===== src/rtl/sha1_msg_feeder.sv =====
// Byte-stream front end for a SHA-1 core: packs bytes big-endian into 512-bit
// blocks, appends SHA-1 padding and streams each block as 16 words.
module sha1_msg_feeder #(
  parameter int LENBITS = 64,
  parameter int WORDNUM = 16
) (
  input  logic        iClk,
  input  logic        iRst_n,
  input  logic [7:0]  iByte,
  input  logic        iByteValid,
  input  logic        iMsgEnd,
  output logic        oByteReady,
  output logic [31:0] oDat,
  output logic        oValid,
  output logic        oInitial,
  input  logic        iCoreReady,
  output logic        oDigestValid,
  output logic        oBusy
);

  typedef enum logic [2:0] {
    IDLE      = 3'd0,
    COLLECT   = 3'd1,
    PAD       = 3'd2,
    WAIT_CORE = 3'd3,
    BURST     = 3'd4,
    WAIT_DIG  = 3'd5
  } state_t;

  state_t              state_r, state_nxt_s;
  logic [31:0]         buf_r [WORDNUM];
  logic [5:0]          ptr_r;
  logic [LENBITS-1:0]  len_r;
  logic [3:0]          idx_r;
  logic                first_r, last_r, end_pend_r, len_pend_r;
  logic                byte_ready_r, valid_r, initial_r, digest_r, busy_r;
  logic [31:0]         dat_r;

  logic [63:0]         len_ext_s;
  logic                take_byte_s, take_end_s, wrap_s;
  logic [31:0]         dat_nxt_s;
  logic                valid_nxt_s, initial_nxt_s, digest_nxt_s;
  logic                byte_ready_nxt_s, busy_nxt_s;

  // Merge one byte into a word; lane 0 is the most significant byte.
  function automatic logic [31:0] put_byte(input logic [31:0] w, input logic [1:0] lane,
                                           input logic [7:0] b);
    logic [31:0] r;
    case (lane)
      2'd0:    r = {b, w[23:0]};
      2'd1:    r = {w[31:24], b, w[15:0]};
      2'd2:    r = {w[31:16], b, w[7:0]};
      2'd3:    r = {w[31:8], b};
      default: r = w;
    endcase
    return r;
  endfunction

  assign len_ext_s   = 64'(len_r);
  assign take_byte_s = iByteValid & byte_ready_r;
  assign take_end_s  = iMsgEnd & byte_ready_r;
  assign wrap_s      = take_byte_s & (ptr_r == 6'd63);

  // State register
  always_ff @(posedge iClk or negedge iRst_n) begin
    if (!iRst_n) begin
      state_r <= IDLE;
    end else begin
      state_r <= state_nxt_s;
    end
  end

  // Next-state decode
  always_comb begin
    state_nxt_s = state_r;
    case (state_r)
      IDLE: begin
        if (take_end_s)       state_nxt_s = PAD;
        else if (take_byte_s) state_nxt_s = COLLECT;
        else                  state_nxt_s = IDLE;
      end
      COLLECT: begin
        if (wrap_s)          state_nxt_s = WAIT_CORE;
        else if (take_end_s) state_nxt_s = PAD;
        else                 state_nxt_s = COLLECT;
      end
      PAD:       state_nxt_s = WAIT_CORE;
      WAIT_CORE: begin
        if (iCoreReady) state_nxt_s = BURST;
        else            state_nxt_s = WAIT_CORE;
      end
      BURST: begin
        if (idx_r != 4'd15)  state_nxt_s = BURST;
        else if (last_r)     state_nxt_s = WAIT_DIG;
        else if (len_pend_r) state_nxt_s = WAIT_CORE;
        else if (end_pend_r) state_nxt_s = PAD;
        else                 state_nxt_s = COLLECT;
      end
      WAIT_DIG: begin
        if (iCoreReady) state_nxt_s = IDLE;
        else            state_nxt_s = WAIT_DIG;
      end
      default: state_nxt_s = IDLE;
    endcase
  end

  // Output decode; every output is registered below
  always_comb begin
    dat_nxt_s     = 32'd0;
    valid_nxt_s   = 1'b0;
    initial_nxt_s = 1'b0;
    digest_nxt_s  = 1'b0;
    case (state_r)
      WAIT_CORE: begin
        if (iCoreReady) begin
          dat_nxt_s     = buf_r[0];
          valid_nxt_s   = 1'b1;
          initial_nxt_s = first_r;
        end else begin
          valid_nxt_s   = 1'b0;
        end
      end
      BURST: begin
        dat_nxt_s   = buf_r[idx_r];
        valid_nxt_s = 1'b1;
      end
      WAIT_DIG: begin
        if (iCoreReady) digest_nxt_s = 1'b1;
        else            digest_nxt_s = 1'b0;
      end
      default: valid_nxt_s = 1'b0;
    endcase
    byte_ready_nxt_s = (state_nxt_s == IDLE) || (state_nxt_s == COLLECT);
    busy_nxt_s       = (state_nxt_s != IDLE);
  end

  // Output registers; reset clears them immediately, even mid-burst
  always_ff @(posedge iClk or negedge iRst_n) begin
    if (!iRst_n) begin
      dat_r        <= 32'd0;
      valid_r      <= 1'b0;
      initial_r    <= 1'b0;
      digest_r     <= 1'b0;
      byte_ready_r <= 1'b1;
      busy_r       <= 1'b0;
    end else begin
      dat_r        <= dat_nxt_s;
      valid_r      <= valid_nxt_s;
      initial_r    <= initial_nxt_s;
      digest_r     <= digest_nxt_s;
      byte_ready_r <= byte_ready_nxt_s;
      busy_r       <= busy_nxt_s;
    end
  end

  // Block buffer, byte pointer, bit length and block-sequencing flags
  always_ff @(posedge iClk or negedge iRst_n) begin
    if (!iRst_n) begin
      for (int i = 0; i < WORDNUM; i++) buf_r[i] <= 32'd0;
      ptr_r      <= 6'd0;
      len_r      <= '0;
      idx_r      <= 4'd0;
      first_r    <= 1'b1;
      last_r     <= 1'b0;
      end_pend_r <= 1'b0;
      len_pend_r <= 1'b0;
    end else begin
      case (state_r)
        IDLE, COLLECT: begin
          if (take_byte_s) begin
            buf_r[ptr_r[5:2]] <= put_byte(buf_r[ptr_r[5:2]], ptr_r[1:0], iByte);
            ptr_r <= ptr_r + 6'd1;
            len_r <= len_r + LENBITS'(8);
          end
          if (wrap_s) begin
            last_r <= 1'b0;
            if (iMsgEnd) end_pend_r <= 1'b1;
          end
        end
        PAD: begin
          buf_r[ptr_r[5:2]] <= put_byte(buf_r[ptr_r[5:2]], ptr_r[1:0], 8'h80);
          if (ptr_r <= 6'd55) begin
            buf_r[14] <= len_ext_s[63:32];
            buf_r[15] <= len_ext_s[31:0];
            last_r    <= 1'b1;
          end else begin
            last_r     <= 1'b0;
            len_pend_r <= 1'b1;
          end
        end
        WAIT_CORE: begin
          if (iCoreReady) idx_r <= 4'd1;
        end
        BURST: begin
          idx_r <= idx_r + 4'd1;
          if (idx_r == 4'd15) begin
            for (int i = 0; i < WORDNUM; i++) buf_r[i] <= 32'd0;
            ptr_r   <= 6'd0;
            first_r <= 1'b0;
            // A deferred length block overrides the cleared length words
            if (!last_r && len_pend_r) begin
              buf_r[14]  <= len_ext_s[63:32];
              buf_r[15]  <= len_ext_s[31:0];
              last_r     <= 1'b1;
              len_pend_r <= 1'b0;
            end else if (!last_r && end_pend_r) begin
              end_pend_r <= 1'b0;
            end
          end
        end
        WAIT_DIG: begin
          if (iCoreReady) begin
            len_r   <= '0;
            first_r <= 1'b1;
            last_r  <= 1'b0;
          end
        end
        default: idx_r <= 4'd0;
      endcase
    end
  end

  assign oByteReady   = byte_ready_r;
  assign oDat         = dat_r;
  assign oValid       = valid_r;
  assign oInitial     = initial_r;
  assign oDigestValid = digest_r;
  assign oBusy        = busy_r;

endmodule

===== config.mk =====
export PLATFORM = sky130hd
export DESIGN_NAME = sha1_msg_feeder
export DESIGN_NICKNAME = d
export VERILOG_FILES = /design/src/rtl/sha1_msg_feeder.sv
export SDC_FILE = /design/constraint.sdc
export NUM_CORES = 2
export LEC_CHECK = 0
export CAP_MARGIN = 10
export CORE_ASPECT_RATIO = 0.6
export CORE_MARGIN = 2
export CORE_UTILIZATION = 50
export CTS_CLUSTER_SIZE = 8
export DETAILED_ROUTE_END_ITERATION = 12
export PLACE_DENSITY = 0.68
export SLEW_MARGIN = 20
export SYNTH_ARGS = -nofsm -noshare
export SYNTH_HDL_FRONTEND = slang
export SYNTH_SLANG_ARGS = --single-unit

===== constraint.sdc =====
create_clock -name iClk -period 5.91 [get_ports iClk]
set_input_delay 0.8865 -clock iClk [delete_from_list [all_inputs] [get_ports iClk]]
set_output_delay 0.8865 -clock iClk [all_outputs]
set_load 0.05 [all_outputs]

==> results.toml <==
[final_layout]
layout.nets = 3853
final_common_cell = "dfrtp_1"
area_delta_synth_final_pct = 7.74
diodes = 0
final_cell_area_um2 = 43500
drive_above_1_share_pct = 15.4
layout_common_cells = "619 x dfrtp_1, 535 x nor2_1, 358 x a21oi_1, 296 x a22oi_1, 207 x mux4_2"

[synthesis]
synth_cell_types = 92
yosys.area.top_type_share_pct = 38.7
synth-seq-area-share_pct = 38.8
synthAdderAreaFrac_pct = 0.186
yosys.area.top_type = "dfrtp_1"
synth.avg_cell_area_um2 = 10.1
synth_compound_area_share_pct = 26.2
synthSimpleGateAreaFrac_pct = 11.8
synth-xor-area-share_pct = 1.11
synthTopCellsByArea = "dfrtp_1 39%, mux4_2 12%, a22oi_1 5.5%"
synth_nets = 4033
synth_cells = 4014
synthFlopType = "dfrtp_1"
syn_area_um2 = 40400
synth_top_family_by_area = "compound AO/OA/AOI/OAI gates"
synth-seq-cells = 627
synth_edf_count = 0
ys_warn_count = 0
synth.area.mux_share_pct = 15.9
ys_async_sr_fraction_pct = 100

[timing]
fin_skew_ps = 29.7
fin_crit_sh_pct = 71.7
hold_viol = 0
layout_min_cycle_time_ps = 4240
slew_violations = 0
maxSlewHeadroom_pct = 22.8
whs_ps = 208
setup_violations = 0
rsz0062_at_grt = "no"
fin_setup_tns_ps = 0
worstMarginPinSlew_ps = 1160
clock.fmax_mhz = 236

[cts]
clock_path_buffers = 3
cts_max_level = 3
cts_num_sinks = 627
clk_pin_slew_worst_paths_ps = 50
cts_repair_resize_count = 0
postCtsHoldBufs = 0
postCtsSetupRepairBufs = 0
root_buffer = "clkbuf_16"
clock_latency_ps = 690
cts-buffers-inserted = 88
cts_tree = "done"

[setup_path]
path_max_fanout = 68
start_kind = "flop"
reg2reg_to = "buf_r[475]$_DFFE_PN0P_"
r2r_start = "ptr_r[3]$_DFFE_PN0P_"
crit_path_end_kind = "flop"
path_class = "reg2reg"
cp.arrival_ps = 4800
reg2reg_depth = 6
crit_required_ps = 6480
r2r_slack_ps = 1670

[routing]
route.antenna.remaining_nets = 0
drtIter0Drc = 6006
drt-total-wl_mm = 163
num_vias = 36900
drc = 0
wl_per_cell_um = 33.3
via_per_inst = 7.52
drt_first_pass_iters = 6

[pwr]
powerDensity_nw_per_um2 = 550
leakagePower_nw = 16.3
ir_worst_vdd_mv = 0.390

[global_route]
antenna_found_initial = 2
grt_pass1_vias = 34600
grt_use_total_pct = 39.1
grt_start_max_net_pins = 139
grt_pass1_wl_mm = 239
grt-ovfl-total = 0

[placed_design]
dp_hpwl_mm = 99.4
port_buffers = 49
place.gp.congestion = 0.993
place_area_um2 = 41200

[min_path]
hp-class = "in2async"

[floorplan]
initial_utilization_pct = 50.6
rows = 80
boundaryPins = 50
die_y_um = 224
die_x_um = 371
core-area_um2 = 79800
fp.dieArea_um2 = 83200

[run_status]
status = "finished clean"

[job]
maxCapViolCount = 0
==> cell type report <==
type	count	area [µm²]
Clock buffer	98	2260
Inverter	20	75.1
Multi-Input combinational cell	2941	22700
Timing Repair Buffer	156	1450
Fill cell	6851	36300
Sequential cell	627	15700
Clock inverter	5	42.5
Tap cell	1066	1330
==> critical path, cell delays in order (launching register included) <==
cell,delay [ps]
dfrtp_4,980
buf_12,500
mux2i_1,270
a22oi_1,150
a311oi_4,980
nand2_2,600
a221o_1,470
==> where the power goes <==
| group | internal [mW] | switching, mW |
|---|---|---|
| Combinational | 3.86 | 8.88 |
| Sequential | 5.22 | 1.31 |
| Clock | 2.66 | 2.00 |
| Total | 11.7 | 12.2 |
==> logic make-up after synthesis <==
logic type	count (synthesis)
muxes	360
and+or+nand+nor	1041
DFF	627
buffers and inverters	446
adders and majority gates	6
AOI/OAI and AO/OA	1483
xor gates and xnor gates	51
==> registers in the layout (all words and copies together), names as in the netlist <==
| register | flops |
|---|---|
| state_r | 3 |
| oByteReady | 1 |
| oDat | 32 |
| oBusy | 1 |
| oInitial | 1 |
| ptr_r | 6 |
| oValid | 1 |
| last_r | 1 |
| first_r | 1 |
| oDigestValid | 1 |
| idx_r | 4 |
| end_pend_r | 1 |
| len_ext_s | 61 |
| len_pend_r | 1 |
| buf_r | 512 |
==> Yosys cell counts (88+ instances only) <==
library cell / number
dfrtp_1: 625
nor2_1: 554
a21oi_1: 359
a22oi_1: 296
o21ai_1: 214
nand2_1: 212
mux4_2: 207
clkbuf_1: 181
mux2i_1: 135
a221o_1: 125
o21ai_0: 113
buf_2: 108
a211oi_1: 88
==> worst max-delay path by stage <==
stage,start,endpoint
after floorplan,ptr_r[0]$_DFFE_PN0P_,buf_r[285]$_DFFE_PN0P_
after global placement,iByteValid,buf_r[456]$_DFFE_PN0P_
after detailed placement,iByteValid,buf_r[470]$_DFFE_PN0P_
after CTS,ptr_r[3]$_DFFE_PN0P_,buf_r[188]$_DFFE_PN0P_
after global routing,ptr_r[0]$_DFFE_PN0P_,buf_r[475]$_DFFE_PN0P_
final,ptr_r[3]$_DFFE_PN0P_,buf_r[475]$_DFFE_PN0P_
==> routing by layer <==
metal	up-vias	wire [µm]	track usage, %
met1	18100	62800	55.2
li1	15000	-	-
met5	-	102	0.874
met3	550	31500	21.3
met4	6	8810	18.1
met2	3255	60200	47.8
==> metrics by stage <==
step           util [%]  power, mW  setup slack (ps)  std cells
2_1_floorplan         -       14.7              3070       4014
3_3_place_gp       51.6       18.3              1730       4807
3_5_place_dp       51.7       18.5              1700       4810
4_1_cts            54.5       23.2              1890       4913
5_1_grt            54.6       24.5              1680       4913
6_report           54.6       23.9              1670       4913
Power figures use the tool's default switching activity.
